[config.mk]
export PLATFORM = sky130hd
export DESIGN_NAME = seg7_scan_decoder_flat
export DESIGN_NICKNAME = d
export VERILOG_FILES = /design/src/rtl/seg7_scan_decoder_if.sv /design/src/rtl/seg7_scan_decoder.sv /design/src/flat_wrapper.sv
export SDC_FILE = /design/constraint.sdc
export NUM_CORES = 1
export LEC_CHECK = 0
export CELL_PAD_IN_SITES_DETAIL_PLACEMENT = 0
export CELL_PAD_IN_SITES_GLOBAL_PLACEMENT = 2
export CORE_UTILIZATION = 30
export DETAILED_ROUTE_END_ITERATION = 6
export PLACE_DENSITY_LB_ADDON = 0.25
export SLEW_MARGIN = 40
export SYNTH_ARGS = -nofsm -noshare
export SYNTH_HDL_FRONTEND = slang
export SYNTH_SLANG_ARGS = --single-unit
[constraint.sdc]
create_clock -name clk -period 3.2 [get_ports clk]
set_clock_uncertainty 0.15 [all_clocks]
set_input_delay 0.64 -clock clk [delete_from_list [all_inputs] [get_ports clk]]
set_output_delay 0.64 -clock clk [all_outputs]
set_load 0.01 [all_outputs]
[src/rtl/seg7_scan_decoder_if.sv]
// Signal bundle between a multiplexed 7-segment display bus and the scan decoder.
//   seg_n       : segment bus, active-low, bit0=a .. bit6=g
//   an_n        : per-digit enables, active-low
//   values      : decoded nibbles, digit i at [4i+3:4i]
//   valid       : digit i holds a decoded legal hex value
//   upd         : one-cycle pulse on a legal commit
//   upd_idx     : digit index of the latest legal commit
//   err_invalid : one-cycle pulse on a stable illegal segment pattern
//   err_multi   : one-cycle pulse on entry into a multiple-enable condition
//   dp_n / dp   : decimal point input / per-digit decoded decimal point
//                 (present only when SEG7DEC_DP_EN is defined)
// master = display side / bench, slave = decoder.
interface seg7_scan_decoder_if #(
  parameter int NDIGITS = 8
) ();
  localparam int IDXW = (NDIGITS > 1) ? $clog2(NDIGITS) : 1;

  logic [6:0]           seg_n;
  logic [NDIGITS-1:0]   an_n;
  logic [4*NDIGITS-1:0] values;
  logic [NDIGITS-1:0]   valid;
  logic                 upd;
  logic [IDXW-1:0]      upd_idx;
  logic                 err_invalid;
  logic                 err_multi;
`ifdef SEG7DEC_DP_EN
  logic                 dp_n;
  logic [NDIGITS-1:0]   dp;

  modport master (
    output seg_n, an_n, dp_n,
    input  values, valid, upd, upd_idx, err_invalid, err_multi, dp
  );
  modport slave (
    input  seg_n, an_n, dp_n,
    output values, valid, upd, upd_idx, err_invalid, err_multi, dp
  );
`else
  modport master (
    output seg_n, an_n,
    input  values, valid, upd, upd_idx, err_invalid, err_multi
  );
  modport slave (
    input  seg_n, an_n,
    output values, valid, upd, upd_idx, err_invalid, err_multi
  );
`endif
endinterface

[src/rtl/seg7_scan_decoder.sv]
// seg7_scan_decoder: watches a multiplexed active-low 7-segment bus and
// recovers the hex nibble shown on each digit. A pattern must be seen for
// STABLE_CYCLES consecutive identical registered samples before it is
// committed; illegal patterns raise err_invalid, multiple enables raise
// err_multi.
// Ports:
//   clk : system clock
//   rst : synchronous, active-high reset
//   bus : seg7_scan_decoder_if.slave (seg_n/an_n in; values, valid, upd,
//         upd_idx, err_invalid, err_multi out; dp_n/dp with SEG7DEC_DP_EN)
// Optional feature macro: SEG7DEC_DP_EN (decimal point capture).
module seg7_scan_decoder #(
  parameter int NDIGITS       = 8,
  parameter int STABLE_CYCLES = 4
) (
  input  logic                 clk,
  input  logic                 rst,
  seg7_scan_decoder_if.slave   bus
);
  localparam int IDXW = (NDIGITS > 1) ? $clog2(NDIGITS) : 1;
  localparam logic [7:0] STABLE = 8'(STABLE_CYCLES);

  // One registered sample word: {dp_n,} an_n, seg_n. The stability compare
  // is a plain equality of the whole word.
`ifdef SEG7DEC_DP_EN
  localparam int SW = NDIGITS + 8;
`else
  localparam int SW = NDIGITS + 7;
`endif

  typedef enum logic [1:0] {IDLE, TRACK, HELD, MULTI} state_t;

  logic [SW-1:0]        smp_in, smp_q, smp_p;
  logic [6:0]           seg_q;
  logic [NDIGITS-1:0]   an_q, zeros;
  logic                 cls_none, cls_one, cls_multi, same;
  logic [IDXW-1:0]      idx;

  state_t               state_q, state_d;
  logic [7:0]           cnt_q, cnt_d;
  logic                 commit;

  logic [3:0]           nib;
  logic                 legal, blank;

  logic [4*NDIGITS-1:0] values_q, values_d;
  logic [NDIGITS-1:0]   valid_q, valid_d;
  logic                 upd_q, upd_d;
  logic [IDXW-1:0]      upd_idx_q, upd_idx_d;
  logic                 err_inv_q, err_inv_d;
  logic                 err_multi_q, err_multi_d;

`ifdef SEG7DEC_DP_EN
  logic                 dp_n_q;
  logic [NDIGITS-1:0]   dp_q, dp_d;
  assign smp_in = {bus.dp_n, bus.an_n, bus.seg_n};
  assign dp_n_q = smp_q[SW-1];
  assign bus.dp = dp_q;
`else
  assign smp_in = {bus.an_n, bus.seg_n};
`endif

  assign seg_q = smp_q[6:0];
  assign an_q  = smp_q[7 +: NDIGITS];
  assign same  = (smp_q == smp_p);

  // Input stage: current and previous registered samples.
  always_ff @(posedge clk) begin
    if (rst) begin
      smp_q <= '1;
      smp_p <= '1;
    end else begin
      smp_q <= smp_in;
      smp_p <= smp_q;
    end
  end

  // Sample classification; a single zero is detected with the x&(x-1) trick.
  always_comb begin
    zeros     = ~an_q;
    cls_none  = (zeros == '0);
    cls_one   = !cls_none && ((zeros & (zeros - NDIGITS'(1))) == '0);
    cls_multi = !cls_none && !cls_one;
    idx       = '0;
    for (int unsigned i = 0; i < NDIGITS; i++) begin
      if (zeros[i]) idx = IDXW'(i);
    end
  end

  // State register
  always_ff @(posedge clk) begin
    if (rst) begin
      state_q <= IDLE;
      cnt_q   <= '0;
    end else begin
      state_q <= state_d;
      cnt_q   <= cnt_d;
    end
  end

  // Next-state logic. The counter holds the length of the current identical
  // run; it stops at STABLE because TRACK hands over to HELD on reaching it.
  always_comb begin
    state_d = state_q;
    cnt_d   = cnt_q;
    commit  = 1'b0;
    unique case (state_q)
      IDLE: begin
        if (cls_one) begin
          state_d = TRACK;
          cnt_d   = 8'd1;
        end else if (cls_multi) begin
          state_d = MULTI;
        end
      end
      TRACK, HELD: begin
        if (same) begin
          if (state_q == TRACK) begin
            if (cnt_q + 8'd1 >= STABLE) begin
              cnt_d   = STABLE;
              commit  = 1'b1;
              state_d = HELD;
            end else begin
              cnt_d = cnt_q + 8'd1;
            end
          end
        end else if (cls_one) begin
          state_d = TRACK;
          cnt_d   = 8'd1;
        end else if (cls_multi) begin
          state_d = MULTI;
          cnt_d   = '0;
        end else begin
          state_d = IDLE;
          cnt_d   = '0;
        end
      end
      MULTI: begin
        if (cls_one) begin
          state_d = TRACK;
          cnt_d   = 8'd1;
        end else if (cls_none) begin
          state_d = IDLE;
          cnt_d   = '0;
        end
      end
      default: begin
        state_d = IDLE;
        cnt_d   = '0;
      end
    endcase
  end

  // Segment pattern decode (g..a, active-low).
  always_comb begin
    nib   = 4'h0;
    legal = 1'b1;
    blank = 1'b0;
    unique case (seg_q)
      7'b1000000: nib = 4'h0;
      7'b1111001: nib = 4'h1;
      7'b0100100: nib = 4'h2;
      7'b0110000: nib = 4'h3;
      7'b0011001: nib = 4'h4;
      7'b0010010: nib = 4'h5;
      7'b0000010: nib = 4'h6;
      7'b1111000: nib = 4'h7;
      7'b0000000: nib = 4'h8;
      7'b0010000: nib = 4'h9;
      7'b0001000: nib = 4'hA;
      7'b0000011: nib = 4'hB;
      7'b1000110: nib = 4'hC;
      7'b0100001: nib = 4'hD;
      7'b0000110: nib = 4'hE;
      7'b0001110: nib = 4'hF;
      7'b1111111: begin
        legal = 1'b0;
        blank = 1'b1;
      end
      default:    legal = 1'b0;
    endcase
  end

  // Output logic: next values of the registered outputs.
  always_comb begin
    values_d    = values_q;
    valid_d     = valid_q;
    upd_d       = 1'b0;
    upd_idx_d   = upd_idx_q;
    err_inv_d   = 1'b0;
    err_multi_d = (state_d == MULTI) && (state_q != MULTI);
`ifdef SEG7DEC_DP_EN
    dp_d        = dp_q;
`endif
    if (commit) begin
      if (legal) begin
        values_d[idx*4 +: 4] = nib;
        valid_d[idx]         = 1'b1;
        upd_d                = 1'b1;
        upd_idx_d            = idx;
`ifdef SEG7DEC_DP_EN
        dp_d[idx]            = ~dp_n_q;
`endif
      end else begin
        valid_d[idx] = 1'b0;
        err_inv_d    = !blank;
`ifdef SEG7DEC_DP_EN
        dp_d[idx]    = 1'b0;
`endif
      end
    end
  end

  always_ff @(posedge clk) begin
    if (rst) begin
      values_q    <= '0;
      valid_q     <= '0;
      upd_q       <= 1'b0;
      upd_idx_q   <= '0;
      err_inv_q   <= 1'b0;
      err_multi_q <= 1'b0;
`ifdef SEG7DEC_DP_EN
      dp_q        <= '0;
`endif
    end else begin
      values_q    <= values_d;
      valid_q     <= valid_d;
      upd_q       <= upd_d;
      upd_idx_q   <= upd_idx_d;
      err_inv_q   <= err_inv_d;
      err_multi_q <= err_multi_d;
`ifdef SEG7DEC_DP_EN
      dp_q        <= dp_d;
`endif
    end
  end

  assign bus.values      = values_q;
  assign bus.valid       = valid_q;
  assign bus.upd         = upd_q;
  assign bus.upd_idx     = upd_idx_q;
  assign bus.err_invalid = err_inv_q;
  assign bus.err_multi   = err_multi_q;

endmodule
[src/flat_wrapper.sv]
// flat-port wrapper written by rule: the top's interface ports become plain ports
module seg7_scan_decoder_flat 
#(
  parameter int NDIGITS       = 8,
  parameter int STABLE_CYCLES = 4
)
  (clk, rst, bus_seg_n, bus_an_n, bus_values, bus_valid, bus_upd, bus_upd_idx, bus_err_invalid, bus_err_multi);
  seg7_scan_decoder_if #(.NDIGITS(NDIGITS)) bus_i ();
  input  logic clk;
  input  logic rst;
  input wire logic [$bits(bus_i.seg_n)-1:0] bus_seg_n;
  input wire logic [$bits(bus_i.an_n)-1:0] bus_an_n;
  output wire logic [$bits(bus_i.values)-1:0] bus_values;
  output wire logic [$bits(bus_i.valid)-1:0] bus_valid;
  output wire logic [$bits(bus_i.upd)-1:0] bus_upd;
  output wire logic [$bits(bus_i.upd_idx)-1:0] bus_upd_idx;
  output wire logic [$bits(bus_i.err_invalid)-1:0] bus_err_invalid;
  output wire logic [$bits(bus_i.err_multi)-1:0] bus_err_multi;
  assign bus_i.seg_n = bus_seg_n;
  assign bus_i.an_n = bus_an_n;
  assign bus_values = bus_i.values;
  assign bus_valid = bus_i.valid;
  assign bus_upd = bus_i.upd;
  assign bus_upd_idx = bus_i.upd_idx;
  assign bus_err_invalid = bus_i.err_invalid;
  assign bus_err_multi = bus_i.err_multi;
  seg7_scan_decoder #(.NDIGITS(NDIGITS), .STABLE_CYCLES(STABLE_CYCLES)) u_core (.clk(clk), .rst(rst), .bus(bus_i));
endmodule
==> impl_summary.log, run 1 <==
[metrics] EDFF count, synth: 0
[metrics] clock network latency to the later pin of the worst-skew pair: 0.34 ns
[metrics] Post-CTS Hold Buffers: 0
[metrics] Final period util: 87.97%
[metrics] worst min-delay path endpoint: u_core.bus.upd_idx[0]$_SDFFE_PP0P_
[metrics] VDD IR-drop max: 248.8 uV
[metrics] number of nets with antenna violations after routing: 0
[metrics] clock period minus worst slack: 2.815 ns
[metrics] unrepaired setup endpoints after global routing: no
[metrics] layout overhead on the synthesized area: 25.71%
[metrics] least setup slack across all paths after layout: 0.3849 ns
[metrics] number of port buffers: 62
[metrics] Critical Path Start Type: flop
[metrics] IO Pins: 63
[metrics] required time of the worst setup path: 3.27 ns
[metrics] top cells by area in the synthesized netlist: sky130_fd_sc_hd__dfxtp_1 43%, sky130_fd_sc_hd__or2_2 4.9%, sky130_fd_sc_hd__nand3b_1 4.5%
[metrics] post-route DRC violation count: 0
[metrics] most common library cell in the layout ignoring fill and taps: sky130_fd_sc_hd__dfxtp_1
[metrics] summed instance area of the synthesized netlist: 3961 sq um
[metrics] final routed wirelength across all metal layers: 10,010 um
[metrics] residual overflow from global routing: 0
[metrics] die width: 116.9 um
[metrics] via count of the routed design: 3,277
[metrics] highest achievable clock rate: 0.3552 GHz
[metrics] WP data arrival: 2.88 ns
[metrics] CTS tree: built
[metrics] sequential share of the synthesized area: 43.46%
[metrics] fill cell total of the finished layout: 1,326
[metrics] die boundary height: 116.9 um
[metrics] Worst Hold Depth: 2
[metrics] largest net degree at the start of global routing: 49
[metrics] share of the core filled with cells: 39.14%
[metrics] worst reg2reg endpoint: u_core.bus.values[9]$_SDFFE_PP0P_
[metrics] GRT met3 Usage: 4.840%
[metrics] most used flip-flop cell after synthesis: sky130_fd_sc_hd__dfxtp_1
[metrics] clock sink count: 86
[metrics] initial cell density of the core: 31.14%
[metrics] synthesized flop and latch total: 86
[metrics] clock root buffer: sky130_fd_sc_hd__clkbuf_16
[metrics] critical path class: flop to flop
[metrics] Fin. Hold Viols: 0
[metrics] setup slack, reg-to-reg: 0.38 ns
[metrics] post-route design area: 4980 sq um
[metrics] aggregate negative setup slack: 0 ns
[metrics] via count of the first global-routing pass: 3,151
[metrics] global-route usage over all layers: 16.04%
[metrics] site row count: 41
[metrics] transition time at the pin with the least slew margin: 0.6142 ns
[metrics] Via-to-Cell Ratio: 4.920
[metrics] # nets final: 515
[metrics] endpoint class of the critical path: flop
[metrics] number of warnings printed during yosys synthesis: 0
[metrics] Power, Total: 2.452 mW
[metrics] post_cts resized: 0
[metrics] share of final-layout standard cells stronger than drive strength 1: 11.54%
[metrics] gpl congestion: 0.8011
[metrics] distinct cell type count after synthesis: 58
[metrics] headroom to the max-slew limit: 59.05%
[metrics] startpoint of the most critical register-to-register path: u_core.smp_q[5]$_SDFF_PP1_
[metrics] area post-placement: 4723 sq um
[metrics] worst-case setup slack after placement: 0.3977 ns
[metrics] sum of net half-perimeters after detailed placement: 7177 um
[metrics] average wire per standard cell: 15.03 um
[metrics] Power per Cell Area: 492.4 nW/um^2
[metrics] CORE AREA: 12,720 sq um
[metrics] layer with the highest usage: met2
[metrics] most used cells in the layout excluding fill and tap cells: 86 x sky130_fd_sc_hd__dfxtp_1, 61 x sky130_fd_sc_hd__clkdlybuf4s50_1, 31 x sky130_fd_sc_hd__o21ai_0, 31 x sky130_fd_sc_hd__or2_2, 29 x sky130_fd_sc_hd__nor2_1
[metrics] R2R cell count: 7
[metrics] Ant. Diodes: 0
[metrics] buffer count from post-CTS setup fixing: 0
[metrics] routing usage on met2: 25.09%
[metrics] CTS H-tree depth: 3
[metrics] CTS Buf Count: 9
[metrics] proportion of netlist area held by the largest area contributor: 43.46%
[metrics] Iteration-0 DRC Markers: 195
[metrics] maximum number of buffers from clock root to sink: 2
[metrics] hold path startpoint: u_core.bus.upd_idx[0]$_SDFFE_PP0P_
[metrics] async set-or-reset flop fraction in the synthesized netlist: 0%
[metrics] antenna violations before repair: 0
[metrics] path category of the worst min-delay check: flop to flop
[metrics] wire length of the first global-routing pass: 16,510 um
[metrics] count of maximum capacitance violations: 0
[metrics] net count after synthesis: 462
[metrics] clock transition at the register clock pins on the worst setup and hold paths after CTS: 0.06 ns
[metrics] met1 capacity usage during global routing: 20.82%
[metrics] crit-path max FO: 11
[metrics] status: complete, no violations
[metrics] number of search-and-repair iterations in the first detailed-routing pass: 4
[metrics] leakage power: 1.862 nW
[metrics] final setup violation count: 0
[metrics] final number of max-transition violations: 0
[metrics] synthesized instance count: 438
[metrics] Synth Area per Inst: 9.044 sq um
[metrics] cell type with the highest aggregate area in the netlist: sky130_fd_sc_hd__dfxtp_1
[metrics] Die Footprint: 13,670 sq um
sequential cells by signal, summed over array words and instances (netlist names), named ones only:
name	cells
u_core.smp_p	15
u_core.cnt_q	8
u_core.bus.upd	1
u_core.bus.err_invalid	1
u_core.smp_q	15
u_core.bus.upd_idx	3
u_core.bus.values	32
u_core.state_q	2
u_core.bus.err_multi	1
critical path: stages, from the launching register on:
cell                       delay (ns)
sky130_fd_sc_hd__dfxtp_1         0.54
sky130_fd_sc_hd__nand2b_1        0.18
sky130_fd_sc_hd__or4_4           0.45
sky130_fd_sc_hd__a221o_1         0.40
sky130_fd_sc_hd__o211ai_2        0.19
sky130_fd_sc_hd__and4_1          0.42
sky130_fd_sc_hd__nand4_4         0.19
sky130_fd_sc_hd__mux2i_1         0.16
metrics by stage:
| step | cells | hold WS (ns) |
|---|---|---|
| floorplan | 438 | 0.3195 |
| global placement | 652 | 0.3186 |
| detailed placement | 652 | 0.3155 |
| CTS | 666 | 0.3249 |
| global route | 666 | 0.3618 |
| finish | 666 | 0.3302 |
how the worst max path moves through the flow:
stage	from	end	slack, ns	cells after the start
floorplan	u_core.smp_q[14]$_SDFF_PP1_	u_core.bus.values[27]$_SDFFE_PP0P_	0.75	10
global placement	u_core.smp_q[3]$_SDFF_PP1_	u_core.bus.values[31]$_SDFFE_PP0P_	0.50	8
detailed placement	u_core.smp_q[5]$_SDFF_PP1_	u_core.bus.values[9]$_SDFFE_PP0P_	0.40	7
CTS	u_core.smp_q[5]$_SDFF_PP1_	u_core.bus.values[9]$_SDFFE_PP0P_	0.39	7
global route	u_core.smp_q[5]$_SDFF_PP1_	u_core.bus.values[31]$_SDFFE_PP0P_	0.13	7
finish	u_core.smp_q[5]$_SDFF_PP1_	u_core.bus.values[9]$_SDFFE_PP0P_	0.38	7
cell type report:
type	count	area [sq um]	share of cell area (%)
Multi-Input combinational cell	313	2066	41.48
Sequential cell	86	1722	34.57
Tap cell	172	215.2	4.322
Inverter	10	37.54	0.7538
Timing Repair Buffer	71	683.2	13.72
Clock inverter	2	10.01	0.2010
Clock buffer	12	246.5	4.950
cells in the mapped netlist (5+ instances only):
cell	number
sky130_fd_sc_hd__nand4_1	17
sky130_fd_sc_hd__nor2_1	29
sky130_fd_sc_hd__inv_1	9
sky130_fd_sc_hd__and2_1	10
sky130_fd_sc_hd__dfxtp_1	86
sky130_fd_sc_hd__or2_2	31
sky130_fd_sc_hd__ha_1	7
sky130_fd_sc_hd__buf_2	10
sky130_fd_sc_hd__nand2b_1	14
sky130_fd_sc_hd__nand3b_1	24
sky130_fd_sc_hd__xnor2_1	15
sky130_fd_sc_hd__mux2i_1	16
sky130_fd_sc_hd__nand2_1	19
sky130_fd_sc_hd__nor3b_1	5
sky130_fd_sc_hd__o21ai_0	31
sky130_fd_sc_hd__and3_1	6
sky130_fd_sc_hd__nor3_1	5
sky130_fd_sc_hd__a21oi_1	13
sky130_fd_sc_hd__nand3_1	12
sky130_fd_sc_hd__nor4_1	5
sky130_fd_sc_hd__clkbuf_1	16
where the power goes:
group / switching, mW / total, mW / internal (mW) / leakage [nW]
Sequential: 0.0466 / 1.15 / 1.11 / 0.701
Combinational: 0.199 / 0.360 / 0.161 / 1.03
Clock: 0.402 / 0.938 / 0.536 / 0.128
Total: 0.648 / 2.45 / 1.80 / 1.86
logic make-up (layout without fill, tap and decap cells):
family	Yosys count	in the layout	synth area share [%]
buf+inv	39	95	4.390
mux	17	17	4.327
fa+ha+maj	9	9	2.716
simple gates	195	195	29.28
flops	86	86	43.46
xor+xnor	18	18	3.980
compound gates	74	74	11.85
metal layers:
metal | vias up | part of all wire, % | wire [um]
met2 | 80 | 47 | 4681
li1 | 1651 | - | -
met3 | 11 | 5.5 | 554
met5 | - | 0 | 0
met1 | 1535 | 46 | 4637
met4 | 0 | 1.4 | 136
(Power assumes the default switching activity.)
==> run 2, diff against run 1 <==
SETUP_SLACK_MARGIN = 0.2   (was not set)
clock period = 3.33 ns   (was 3.2 ns; I/O delays follow)
==> impl_summary.log, run 2 (same netlist as run 1, synthesis figures left out) <==
[metrics] Worst Hold Depth: 2 (unchanged)
[metrics] Switching Share: 25.47% (-0.97 points)
[metrics] number of cells in the design after placement: 649 (-0.46%)
[metrics] die boundary height: 116.9 um (unchanged)
[metrics] clock network latency to the later pin of the worst-skew pair: 0.35 ns (about the same)
[metrics] clock period minus worst slack: 2.869 ns (+0.05409 ns)
[metrics] Power per Cell Area: 518.6 nW/um^2 (+5.3%)
[metrics] share of the core filled with cells: 39.67% (+0.53 points)
[metrics] sum of net half-perimeters after detailed placement: 7131 um (-0.64%)
[metrics] Critical Path Slowest Stage Cell: sky130_fd_sc_hd__dfxtp_1
[metrics] initial cell density of the core: 31.14% (unchanged)
[metrics] critical path class: flop to flop
[metrics] delay of the slowest cell on the worst path: 0.55 ns (about the same)
[metrics] CORE AREA: 12,720 sq um (unchanged)
[metrics] WP data arrival: 2.95 ns (+0.07 ns)
[metrics] Psw: 0.6668 mW (+2.9%)
[metrics] post_cts resized: 0 (unchanged)
[metrics] largest net degree at the start of global routing: 49 (unchanged)
[metrics] Iteration-0 DRC Markers: 142 (-27%)
[metrics] CTS tree: built
[metrics] Comb pwr share: 13.0% (-1.7 points)
[metrics] share of final-layout standard cells stronger than drive strength 1: 11.97% (+0.43 points)
[metrics] setup slack, reg-to-reg: 0.46 ns (+0.08 ns)
[metrics] count of maximum capacitance violations: 0 (unchanged)
[metrics] buffer count from post-CTS setup fixing: 0 (unchanged)
[metrics] Fin. Hold Viols: 0 (unchanged)
[metrics] clock transition at the register clock pins on the worst setup and hold paths after CTS: 0.06 ns (about the same)
[metrics] clock sink count: 86 (unchanged)
[metrics] number of nets with antenna violations after routing: 0 (unchanged)
[metrics] most common library cell in the layout ignoring fill and taps: sky130_fd_sc_hd__dfxtp_1
[metrics] Ant. Diodes: 0 (unchanged)
[metrics] CTS H-tree depth: 3 (unchanged)
[metrics] gpl congestion: 0.7925 (-1.1%)
[metrics] non-filler cells, final: 665 (-0.15%)
[metrics] transition time at the pin with the least slew margin: 0.6271 ns (+0.01290 ns)
[metrics] via count of the routed design: 3,242 (-1.1%)
[metrics] Final period util: 86.16% (-1.8 points)
[metrics] hold path startpoint: u_core.bus.values[8]$_SDFFE_PP0P_
[metrics] fill cell total of the finished layout: 1,337 (+0.83%)
[metrics] path category of the worst min-delay check: flop to flop
[metrics] crit-path max FO: 11 (unchanged)
[metrics] post-route DRC violation count: 0 (unchanged)
[metrics] final routed wirelength across all metal layers: 10,010 um (about the same)
[metrics] antenna violations before repair: 0 (unchanged)
[metrics] headroom to the max-slew limit: 58.19% (-0.86 points)
[metrics] startpoint of the most critical register-to-register path: u_core.smp_q[5]$_SDFF_PP1_
[metrics] design internal power: 1.951 mW (+8.2%)
[metrics] site row count: 41 (unchanged)
[metrics] via count of the first global-routing pass: 3,215 (+2.0%)
[metrics] worst-path cell chain: nand2b_1 -> or4_4 -> a221o_1 -> o211ai_2 -> and4_1 -> nand4_4 -> mux2i_1
[metrics] IO Pins: 63 (unchanged)
[metrics] maximum number of buffers from clock root to sink: 2 (unchanged)
[metrics] leakage power: 1.885 nW (+1.2%)
[metrics] part of the power in the clock network: 44.5% (+6.2 points)
[metrics] Die Footprint: 13,670 sq um (unchanged)
[metrics] endpoint class of the critical path: flop
[metrics] # nets final: 512 (-0.58%)
[metrics] area taken by multi-input logic gates: 2066 sq um (unchanged)
[metrics] area post-placement: 4701 sq um (-0.48%)
[metrics] VDD IR-drop max: 340.6 uV (+37%)
[metrics] aggregate negative setup slack: 0 ns (unchanged)
[metrics] Post-CTS Hold Buffers: 0 (unchanged)
[metrics] number of search-and-repair iterations in the first detailed-routing pass: 4 (unchanged)
[metrics] number of port buffers: 62 (unchanged)
[metrics] layout overhead on the synthesized area: 27.42%
[metrics] global-route usage over all layers: 15.93% (-0.11 points)
[metrics] number of flip-flops under the largest register name: 32 (unchanged)
[metrics] most used cells in the layout excluding fill and tap cells: 85 x sky130_fd_sc_hd__dfxtp_1, 61 x sky130_fd_sc_hd__clkdlybuf4s50_1, 31 x sky130_fd_sc_hd__o21ai_0, 31 x sky130_fd_sc_hd__or2_2, 29 x sky130_fd_sc_hd__nor2_1
[metrics] required time of the worst setup path: 3.41 ns (+0.14 ns)
[metrics] highest achievable clock rate: 0.3485 GHz (-1.9%)
[metrics] residual overflow from global routing: 0 (unchanged)
[metrics] wire length of the first global-routing pass: 16,370 um (-0.88%)
[metrics] clock root buffer: sky130_fd_sc_hd__clkbuf_16
[metrics] Via-to-Cell Ratio: 4.875 (-0.92%)
[metrics] die width: 116.9 um (unchanged)
[metrics] R2R cell count: 7 (unchanged)
[metrics] final number of max-transition violations: 0 (unchanged)
[metrics] footprint of the flip-flops and latches: 1723 sq um (about the same)
[metrics] post-route design area: 5047 sq um (+1.4%)
[metrics] sequential power share: 42.5% (-4.5 points)
[metrics] final setup violation count: 0 (unchanged)
[metrics] Critical Path Start: u_core.smp_q[5]$_SDFF_PP1_
[metrics] status: complete, no violations
[metrics] unrepaired setup endpoints after global routing: no
[metrics] Critical Path Start Type: flop
[metrics] average wire per standard cell: 15.05 um (+0.13%)
[metrics] CTS Buf Count: 9 (unchanged)
[metrics] crit path capture: u_core.bus.values[9]$_SDFFE_PP0P_
[metrics] worst reg2reg endpoint: u_core.bus.values[9]$_SDFFE_PP0P_
## run 2: area by class of cell
cell class	count	area share (%)
Timing Repair Buffer	68	13.09
Clock inverter	7	2.380
Clock buffer	9	4.462
Inverter	10	0.7437
Sequential cell	86	34.13
Tap cell	172	4.264
Multi-Input combinational cell	313	40.93
## run 2: through the flow
step                      setup WS (ns)  hold slack [ns]  total power [mW]
after floorplan                  0.8778           0.3195             1.371
after global placement           0.5061           0.3164             1.477
after detailed placement         0.4668           0.3202             1.471
after CTS                        0.4626           0.3353             2.648
after global routing             0.2502           0.3578             2.737
final                            0.4608           0.3311             2.618
## run 2: metal layers
layer,global-route usage (%),share of wire [%]
met1,19.99,47
met2,26.27,47
met3,4.222,4.3
met4,5.823,1.5
met5,0,0
## run 2: worst max-delay path: cells and delay by family, from the launching register on
| kind | cells | cell delay [ns] |
|---|---|---|
| muxes | 1 | 0.16 |
| AOI/OAI and AO/OA | 2 | 0.60 |
| and+or+nand+nor | 4 | 1.27 |
| DFF | 1 | 0.55 |
## run 2: power groups by stage
stage | Sequential, mW | Clock, mW | Combinational [mW]
finish | 1.11 | 1.17 | 0.340
global route | 1.12 | 1.24 | 0.381
CTS | 1.11 | 1.20 | 0.339
detailed placement | 1.13 | 0 | 0.337
global placement | 1.13 | 0 | 0.343
floorplan | 1.11 | 0 | 0.261
## run 2: how the worst min path moves through the flow
stage	to	slack (ns)
after floorplan	u_core.cnt_q[3]$_SDFFE_PP0P_	0.32
after global placement	u_core.bus.values[10]$_SDFFE_PP0P_	0.32
after detailed placement	u_core.bus.values[8]$_SDFFE_PP0P_	0.32
after CTS	u_core.bus.upd_idx[0]$_SDFFE_PP0P_	0.34
after global routing	u_core.bus.values[8]$_SDFFE_PP0P_	0.36
final	u_core.bus.values[8]$_SDFFE_PP0P_	0.33
==> run 3, diff against run 2 <==
HOLD_SLACK_MARGIN = 0.06   (was not set)
TNS_END_PERCENT = 20   (was not set)
==> results of run 3 <==
Final layout, timing and power as in run 2 (identical DEF).
